--- config.mk ---
export PLATFORM = sky130hd
export DESIGN_NAME = cp0_exc_ctrl
export DESIGN_NICKNAME = d
export VERILOG_FILES = /design/src/rtl/cp0_exc_ctrl.sv
export SDC_FILE = /design/constraint.sdc
export NUM_CORES = 1
export LEC_CHECK = 0
export BUFFER_PORTS_ARGS = -buffer_cell sky130_fd_sc_hd__buf_4
export CORE_ASPECT_RATIO = 1.75
export CORE_MARGIN = 5
export CORE_UTILIZATION = 40
export CTS_CLUSTER_SIZE = 10
export DETAILED_ROUTE_END_ITERATION = 7
export PLACE_DENSITY = 0.65
export SYNTH_ARGS = -nofsm -noshare
export SYNTH_HDL_FRONTEND = slang
export SYNTH_SLANG_ARGS = --single-unit
--- constraint.sdc ---
create_clock -name clock -period 5.3 [get_ports clock]
set_clock_uncertainty 0.2 [all_clocks]
set_input_delay 1.06 -clock clock [delete_from_list [all_inputs] [get_ports clock]]
set_output_delay 1.06 -clock clock [all_outputs]
set_load 0.005 [all_outputs]
--- src/rtl/cp0_exc_ctrl.sv ---
// cp0_exc_ctrl: coprocessor-0 exception/interrupt controller for the write-back stage.
// Synchronises external interrupt lines, arbitrates them against synchronous
// exceptions and eret, holds Status/Cause/EPC/Count/Compare, and issues a PC
// redirect to fetch under a valid/ack handshake.
module cp0_exc_ctrl #(
  parameter int unsigned NUM_IRQ      = 6,
  parameter logic [31:0] HANDLER_ADDR = 32'h0000F500,
  parameter bit          TIMER_EN     = 1'b1
) (
  input  logic               clock,
  input  logic               reset,
  input  logic [NUM_IRQ-1:0] irq_in,
  input  logic               exc_valid,
  input  logic [4:0]         exc_code,
  input  logic [31:0]        exc_pc,
  input  logic               eret,
  input  logic               mtc0,
  input  logic [4:0]         cp0_addr,
  input  logic [31:0]        wdata,
  output logic [31:0]        rdata,
  output logic               redirect_valid,
  output logic [31:0]        redirect_pc,
  input  logic               redirect_ack,
  output logic               busy
);

  localparam logic [4:0] ADDR_COUNT   = 5'd9;
  localparam logic [4:0] ADDR_COMPARE = 5'd11;
  localparam logic [4:0] ADDR_STATUS  = 5'd12;
  localparam logic [4:0] ADDR_CAUSE   = 5'd13;
  localparam logic [4:0] ADDR_EPC     = 5'd14;

  typedef enum logic {
    S_IDLE,
    S_REDIRECT
  } state_e;

  state_e               state_q;
  logic                 redirect_valid_q;
  logic [31:0]          redirect_pc_q;

  logic [NUM_IRQ-1:0]   sync1_q;
  logic [NUM_IRQ-1:0]   sync2_q;

  logic [7:0]           im_q;
  logic                 exl_q;
  logic                 ie_q;
  logic [4:0]           exccode_q;
  logic [31:0]          epc_q;
  logic [31:0]          count_q;
  logic [31:0]          count_d;
  logic [31:0]          compare_q;
  logic                 timer_ip_q;

  logic [6:0]           hw_ip;
  logic [7:0]           ip;
  logic                 int_req;
  logic                 mtc0_acc;

  // Map synchronised interrupt lines onto IP[14:8]; unused lines read 0
  always_comb begin
    hw_ip = '0;
    for (int unsigned k = 0; k < NUM_IRQ; k++) begin
      hw_ip[k] = sync2_q[k];
    end
  end

  assign ip      = {timer_ip_q & TIMER_EN, hw_ip};
  assign int_req = ie_q & ~exl_q & (|(ip & im_q));

  // mtc0 only takes effect in IDLE when no higher-priority event coincides
  assign mtc0_acc = (state_q == S_IDLE) & mtc0 & ~exc_valid & ~int_req & ~eret;

  // Two-flop synchroniser for the asynchronous interrupt levels
  always_ff @(posedge clock or negedge reset) begin
    if (!reset) begin
      sync1_q <= '0;
      sync2_q <= '0;
    end else begin
      sync1_q <= irq_in;
      sync2_q <= sync1_q;
    end
  end

  // Count free-runs unless loaded by an accepted mtc0
  always_comb begin
    count_d = count_q + 32'd1;
    if (mtc0_acc && cp0_addr == ADDR_COUNT) begin
      count_d = wdata;
    end
  end

  // Count/Compare timer with sticky match flag cleared by a Compare write
  always_ff @(posedge clock or negedge reset) begin
    if (!reset) begin
      count_q    <= '0;
      compare_q  <= '1;
      timer_ip_q <= 1'b0;
    end else begin
      count_q <= count_d;
      if (mtc0_acc && cp0_addr == ADDR_COMPARE) begin
        compare_q  <= wdata;
        timer_ip_q <= 1'b0;
      end else if (TIMER_EN && count_q == compare_q) begin
        timer_ip_q <= 1'b1;
      end
    end
  end

  // Event arbitration, Status/Cause/EPC updates and the redirect handshake
  always_ff @(posedge clock or negedge reset) begin
    if (!reset) begin
      state_q          <= S_IDLE;
      redirect_valid_q <= 1'b0;
      redirect_pc_q    <= '0;
      im_q             <= '1;
      exl_q            <= 1'b0;
      ie_q             <= 1'b1;
      exccode_q        <= '0;
      epc_q            <= '0;
    end else begin
      case (state_q)
        S_IDLE: begin
          if (exc_valid) begin
            exccode_q <= exc_code;
            if (!exl_q) begin
              epc_q <= exc_pc;
            end
            exl_q            <= 1'b1;
            redirect_pc_q    <= HANDLER_ADDR;
            redirect_valid_q <= 1'b1;
            state_q          <= S_REDIRECT;
          end else if (int_req) begin
            exccode_q        <= '0;
            epc_q            <= exc_pc;
            exl_q            <= 1'b1;
            redirect_pc_q    <= HANDLER_ADDR;
            redirect_valid_q <= 1'b1;
            state_q          <= S_REDIRECT;
          end else if (eret) begin
            exl_q            <= 1'b0;
            redirect_pc_q    <= epc_q;
            redirect_valid_q <= 1'b1;
            state_q          <= S_REDIRECT;
          end else if (mtc0) begin
            if (cp0_addr == ADDR_STATUS) begin
              im_q  <= wdata[15:8];
              exl_q <= wdata[1];
              ie_q  <= wdata[0];
            end else if (cp0_addr == ADDR_EPC) begin
              epc_q <= wdata;
            end
          end
        end
        S_REDIRECT: begin
          if (redirect_ack) begin
            redirect_valid_q <= 1'b0;
            state_q          <= S_IDLE;
          end
        end
        default: begin
          redirect_valid_q <= 1'b0;
          state_q          <= S_IDLE;
        end
      endcase
    end
  end

  // Combinational register read port; Cause is hardware-owned and ignores mtc0
  always_comb begin
    rdata = '0;
    case (cp0_addr)
      ADDR_COUNT:   rdata = TIMER_EN ? count_q : '0;
      ADDR_COMPARE: rdata = TIMER_EN ? compare_q : '0;
      ADDR_STATUS:  rdata = {16'h0000, im_q, 6'b000000, exl_q, ie_q};
      ADDR_CAUSE:   rdata = {16'h0000, ip, 1'b0, exccode_q, 2'b00};
      ADDR_EPC:     rdata = epc_q;
      default:      rdata = '0;
    endcase
  end

  assign redirect_valid = redirect_valid_q;
  assign redirect_pc    = redirect_pc_q;
  assign busy           = redirect_valid_q;

endmodule
# [Word-level counts from Yosys, hierarchy flattened]
# Cells that the tools add are included.
[totals] register_bits=158 in_bits=86 output_inout_bits=66 elab_cells=84
[op_classes] addsub=1 eq_ne=11 muxes=31 bitwise_logic=12 reduce_logical=16
[ops] cell="two-way mux 32 bit" n=11
[ops] cell="one-hot mux 32 bit (5 select lines)" n=1
[ops] cell="adder 32 x 1 -> 32 bit (second input constant)" n=1
[ops] cell="equality test 32 bit" n=1
[ops] cell="equality test 5 x 4 -> 1 bit (second input constant)" n=5
[ops] cell="two-way mux 1 bit" n=15
[ops] cell="AND reduction 6 bit" n=2
[ops] cell="two-way mux 5 bit" n=2
[ops] cell="nonzero test 3 bit" n=3
[ops] cell="bitwise AND 8 bit" n=1
[ops] cell="nonzero test 4 bit" n=2
[ops] cell="OR reduction 8 bit" n=1
[ops] cell="bitwise AND 1 bit" n=6
[ops] cell="AND reduction 2 bit" n=3
[ops] cell="NOT 1 bit" n=5
[ops] cell="inequality test 2 bit (second input constant)" n=2
[ops] cell="inequality test 4 bit (second input constant)" n=1
[ops] cell="one-hot mux 1 bit (2 select lines)" n=2
[ops] cell="nonzero test 2 bit" n=2
[ops] cell="inequality test 3 x 2 -> 1 bit (second input constant)" n=1
[ops] cell="inequality test 3 bit (second input constant)" n=1
[ops] cell="AND reduction 3 bit" n=1
[ops] cell="logical AND 1 bit" n=2

# [Depth between registers and ports, before layout]
# Gate-level depths: netlist of the first run.
[logic_depth] word_depth=8 mapped_depth=8 ltp_nobuf=6

# [Least setup slack after synthesis of the first run]
# OpenSTA, ideal clock, no wires.
[synth_timing] path_kind="input-to-output" start="input cp0_addr[4]" end="output rdata[2]" arrival_time_ps=2349 required_time_ps=4040 path_slack_ps=1691 stages=6 path_buffers=2 path_cell_list="nor4bb_1 clkbuf_1 clkbuf_1 a21oi_1 a21oi_1 a21o_1"
[synth_between] elab_chain_len=2 elab_cells_between_ends=6 cone_classes="5 x eq/ne; 1 x mux"
[synth_rtl] element="start, declared" line_no="18" source="input logic [4:0] cp0_addr,"
[synth_rtl] element="equality test 5 x 4 -> 1 bit" line_no="172" source="case (cp0_addr)"
[synth_rtl] element="one-hot mux 32 bit (5 select lines) *" line_no="172"
[synth_rtl] element="end, declared" line_no="20" source="output logic [31:0] rdata,"
# Mark *: on every way between the ends. The rest lies on a longest branch, timed or not.

# [Worst setup path in the final report of the first run]
[layout_timing] start="input cp0_addr[4]" end="output rdata[27]"
# The elaborated chain is that of the path after synthesis.

==> impl_metrics.py, run 1 <==
metrics = {
    "cts": {
        "cts_tree": "yes",
        "cts_root_buffer": "clkbuf_16",
        "clk_pin_slew_ps": 60,
        "post_cts_buffers": 0,
        "cts_sinks": 158,
        "cts_max_path_buffers": 2,
        "ctsResizeCount": 0,
        "cts_buffers": 17,
        "htreeDepth": 4,
        "clock_latency_ps": 440,
        "hold_buffers": 0,
    },
    "routing": {
        "dr_total_vias": 6144,
        "viasPerCell": 5.606,
        "routed_wirelength_um": 23620,
        "drtPass1Iterations": 4,
        "first_iter_violations": 236,
        "drc": 0,
        "ant_nets": 0,
        "wl_per_cell_um": 21.55,
    },
    "timing": {
        "setup_violations": 0,
        "slew_headroom_pct": 32.33,
        "slew_viol_final": 0,
        "tns_ps": 0,
        "rsz0062_at_grt": "false",
        "setup_slack_ps": 1455,
        "fin_crit_ps": 3845,
        "timing.final.crit_share_pct": 72.54,
        "finalHoldViolCount": 0,
        "fmaxAchievable_ghz": 0.2601,
        "worst_pin_slew_ps": 1015,
    },
    "layout": {
        "final_nets": 925,
        "area_growth_pct": 24.68,
        "fin_util_pct": 50.13,
        "fin_area_mm2": 0.009811,
        "drive_above_1_share_pct": 33.96,
        "diodes": 0,
        "fillCellCount": 1817,
    },
    "setup_path": {
        "critPathCaptureType": "output port",
        "worstPathMaxFanout": 48,
        "cp_slowest_stage_delay_ps": 470,
        "arrival_ps": 2580,
        "startpoint_type": "input pin",
        "cp_num_buf_inv": 3,
        "crit_path_top_delay_cell": "buf_4",
        "critPathTopFamily": "buffers and inverters",
        "crit_type": "in -> out",
        "path_cells": "buf_4 -> nor4bb_4 -> buf_4 -> a22o_1 -> nand2_1 -> o21ai_0 -> buf_4",
        "required_ps": 4040,
        "cpMostUsedCell": "buf_4",
    },
    "logic_synthesis": {
        "synth_edf_count": 0,
        "syn-cell-area_mm2": 0.007869,
        "synth-seq-cells": 158,
        "synthArstFlopShare_pct": 100.0,
        "yosysSeqAreaShare_pct": 50.90,
        "ys.flop_type": "dfrtp_1",
        "synthDistinctLibCells": 53,
        "synth_cells": 715,
        "synth_area_per_cell_um2": 11.01,
        "yosysWarnings": 0,
        "syn_nets": 802,
    },
    "global_routing": {
        "antenna_found_initial": 0,
        "grt_max_degree": 107,
        "first_global_vias": 6459,
        "overflow": 0,
        "grt_pass1_wl_um": 36190,
        "track_usage_pct": 21.15,
    },
    "hold_path": {
        "hp-class": "reg -> reg",
    },
    "pwr": {
        "leakagePower_nw": 4.143,
        "peakVddDrop_v": 0.0002495,
        "p_per_area_mw_per_mm2": 352.0,
        "power_mw": 3.454,
    },
    "die": {
        "initial_utilization_pct": 40.21,
        "fp-row-count": 68,
        "coreArea_mm2": 0.01957,
        "die_area_mm2": 0.02269,
        "die_y_um": 195.5,
        "ios": 152,
        "fp.dieW_um": 116.0,
    },
    "placed_design": {
        "gp_congestion": 0.8160,
        "place_area_mm2": 0.009195,
        "io_buffer_count": 151,
        "pre_cts_ws_ps": 1435,
        "dp_hpwl_um": 16590,
    },
    "flow_run": {
        "max_cap_viol_count": 0,
    },
    "status": {
        "run_status": "completed",
    },
}
==> where the power goes <==
part           switching (mW)  total, mW  internal, mW
clock                   0.490       1.29         0.798
combinational           0.250      0.576         0.326
sequential              0.191       1.59          1.40
total                   0.931       3.45          2.52
==> final timing paths <==
kind | from | slack (ps) | end | depth (start not counted)
max reg2reg | im_q[2] | 2140 | compare_q[15] | 6
min in group asynchronous | reset | 530 | redirect_pc[17] | 1
min | sync1_q[4] | 150 | sync2_q[4] | 0
max in group asynchronous | reset | 3260 | compare_q[29] | 2
max | cp0_addr[4] | 1460 | rdata[27] | 7
min reg2reg | sync1_q[4] | 150 | sync2_q[4] | 0
==> per-stage QoR <==
stage	hold slack, ps	std cells
after floorplan	131.2	715
after global placement	135.2	1064
after CTS	149.8	1096
after detailed placement	136.3	1064
after global routing	164.3	1096
final	147.4	1096
==> metal layers <==
metal / track usage (%) / wire [µm]
met2: 37.43 / 12980
met3: 3.690 / 1186
met4: 8.473 / 578
met1: 24.88 / 8871
met5: 0 / 0
==> cell type report <==
class | count | area (µm²) | share of cell area, %
Multi-Input combinational cell | 494 | 3636 | 37.06
Sequential cell | 158 | 4005 | 40.82
Timing Repair Buffer | 161 | 1225 | 12.49
Clock inverter | 11 | 165.2 | 1.683
Inverter | 6 | 22.52 | 0.2296
Tap cell | 245 | 306.5 | 3.125
Clock buffer | 21 | 450.4 | 4.591
==> cells in the mapped netlist (all sizes together), types with 2 or more instances <==
master | count | share of area (%)
dfrtp | 117 | 37
dfstp | 41 | 14
nor4 | 3 | 0.24
nand2 | 65 | 3.1
o31a | 2 | 0.22
and4 | 3 | 0.33
nor2b | 34 | 2.7
and2 | 2 | 0.16
o31ai | 3 | 0.29
nand2b | 3 | 0.24
nand3b | 2 | 0.19
a221o | 32 | 4.1
a221oi | 3 | 0.33
a21oi | 24 | 1.5
nor3 | 10 | 0.84
or2 | 2 | 0.16
mux2i | 14 | 1.8
nor2 | 14 | 0.67
clkbuf | 34 | 1.6
nand3 | 13 | 0.83
and3 | 7 | 0.56
nor4bb | 2 | 0.25
mux2 | 48 | 6.9
xnor2 | 45 | 5.0
a22o | 48 | 5.3
inv | 6 | 0.29
buf | 23 | 1.6
nand4 | 21 | 1.7
a22oi | 10 | 0.95
xor2 | 16 | 1.8
o22a | 6 | 0.67
o21ai | 46 | 2.9
a21o | 5 | 0.48
==> sequential cells by signal (all words and copies together) (netlist names), 5 cells and up <==
name and cells:
compare_q 32, count_q 32, epc_q 32, redirect_pc 32
im_q 8, sync1_q 6, sync2_q 6, exccode_q 5
==> placed cells by master, fill, tap and decap left out, types with 32 or more instances in the layout <==
cell	n
mux2_2	47
a221o_1	32
dfrtp_1	117
a22o_1	48
nand2_1	65
o21ai_0	45
dfstp_2	41
xnor2_1	45
nor2b_1	34
buf_4	159
==> logic make-up after synthesis <==
logic type	after synthesis	synth area share, %
and+or+nand+nor	184	12.34
DFF	158	50.90
adders and majority gates	1	0.1590
AOI/OAI and AO/OA	186	17.62
xor gates and xnor gates	61	6.790
buffers and inverters	63	3.546
muxes	62	8.650
(Power assumes the default switching activity.)
==> run 2: changes to the inputs <==
Settings changed: PLACE_DENSITY 0.65 to 0.67.
Clock period 5.3 ns to 3.2 ns, I/O delays scaled along.
==> run 2 against run 1 <==
Setup slack got worse by 1200 ps. Clock power rose by 61%. Utilization rose by 0.80 points. Non-clock buffer count rose by 14. Largest power group unchanged. Combinational power rose by 71%. Worst hold slack got worse by 42 ps.
==> impl_metrics.py, run 2 (synthesis gave the netlist of run 1 again) <==
metrics = {
    "placed_design": {
        "io_buffer_count": 151,
        "dp_hpwl_um": 17150,
        "gp_congestion": 0.8569,
        "pre_cts_ws_ps": 322.5,
        "placed_cells": 1077,
        "place_area_mm2": 0.009358,
    },
    "die": {
        "die_area_mm2": 0.02269,
        "fp.dieW_um": 116.0,
        "ios": 152,
        "initial_utilization_pct": 40.21,
        "die_y_um": 195.5,
        "fp-row-count": 68,
        "coreArea_mm2": 0.01957,
    },
    "cts": {
        "post_cts_buffers": 0,
        "ctsResizeCount": 0,
        "clock_latency_ps": 440,
        "cts_root_buffer": "clkbuf_16",
        "cts_sinks": 158,
        "clk_pin_slew_ps": 70,
        "cts_tree": "yes",
        "cts_buffers": 17,
        "cts_max_path_buffers": 2,
        "htreeDepth": 4,
    },
    "setup_path": {
        "critPathCaptureType": "flip-flop",
        "startpoint_type": "flip-flop",
        "crit_type": "reg -> reg",
        "arrival_ps": 3080,
        "required_ps": 3370,
        "r2r_start": "sync2_q[2]",
        "worstPathMaxFanout": 16,
        "worstSetupStartpoint": "sync2_q[2]",
    },
    "layout": {
        "final_cell_mix": "166 x buf_4, 117 x dfrtp_1, 65 x nand2_1",
        "fin_area_mm2": 0.009967,
        "final_cells": 1110,
        "diodes": 0,
        "fillCellCount": 1829,
        "area_growth_pct": 26.67,
        "drive_above_1_share_pct": 35.03,
        "final_nets": 939,
        "final_common_cell": "buf_4",
    },
    "routing": {
        "ant_nets": 0,
        "drtPass1Iterations": 5,
        "drc": 0,
        "wl_per_cell_um": 21.19,
        "dr_total_vias": 6244,
        "routed_wirelength_um": 23520,
        "first_iter_violations": 349,
        "viasPerCell": 5.625,
    },
    "timing": {
        "finalHoldViolCount": 0,
        "rsz0062_at_grt": "false",
        "fin_crit_ps": 2912,
        "fmaxAchievable_ghz": 0.3434,
        "slew_headroom_pct": 53.51,
        "slew_viol_final": 0,
        "tns_ps": 0,
        "worst_pin_slew_ps": 694.9,
        "setup_slack_ps": 287.5,
        "timing.final.crit_share_pct": 91.01,
        "setup_violations": 0,
    },
    "pwr": {
        "peakVddDrop_v": 0.0003753,
        "leakagePower_nw": 4.229,
        "p_per_area_mw_per_mm2": 571.6,
    },
    "status": {
        "run_status": "completed",
    },
    "global_routing": {
        "first_global_vias": 6517,
        "grt_pass1_wl_um": 36360,
        "overflow": 0,
        "antenna_found_initial": 0,
        "track_usage_pct": 21.12,
        "grt_max_degree": 58,
    },
    "hold_path": {
        "hp-class": "in -> reg",
        "hp-start": "irq_in[0]",
    },
    "flow_run": {
        "max_cap_viol_count": 0,
    },
}
[run 2: layout make-up]
type | count | area [µm²] | area share, %
timing repair buffer | 175 | 1408 | 14.12
multi-input combinational | 494 | 3626 | 36.38
clock inverter | 15 | 173.9 | 1.745
inverter | 6 | 22.52 | 0.2260
sequential | 158 | 4005 | 40.18
tap | 245 | 306.5 | 3.076
clock buffer | 17 | 425.4 | 4.268
[run 2: final timing paths]
kind	slack, ps	end	depth (start not counted)
worst max-delay path	290	redirect_pc[28]	6
worst min-delay path	110	sync1_q[0]	1
worst max register to register	290	redirect_pc[28]	6
worst min register to register	150	sync2_q[3]	0
max in group asynchronous	1500	compare_q[23]	3
min in group asynchronous	540	exccode_q[2]	2
[run 2: timing repair]
| item | in CTS | in global routing |
|---|---|---|
| endpoints found under the hold margin | 36 | 0 |
| hold buffers | 1 | 0 |
| endpoints found under the setup margin | 0 | 0 |
[run 2: per-stage QoR]
step	power (mW)	hold slack, ps	util, %
after floorplan	3.131	131.2	-
after global placement	3.634	132.9	47.82
after CTS	5.761	89.51	50.93
final	5.697	105.6	50.93
after detailed placement	3.656	137.1	47.82
after global routing	5.969	86.26	50.93
[run 2: per-layer routing]
metal / wire length, µm / GRT usage, %
met1: 8714 / 24.25
met2: 12690 / 37.24
met3: 1200 / 3.752
met4: 921 / 9.935
met5: 0 / 0
[run 2: worst max-delay path: stages (launching register included)]
cell	delay, ps
dfrtp_1	390
a222oi_1	540
a311oi_1	290
or2_1	450
o21bai_2	590
buf_12	250
a22o_1	140
[run 2: report_power, final]
part / internal [mW] / leakage [nW] / total [mW] / switching (mW)
Clock: 1.18 / 0.295 / 2.08 / 0.904
Combinational: 0.557 / 2.10 / 0.984 / 0.427
Sequential: 2.31 / 1.83 / 2.63 / 0.318
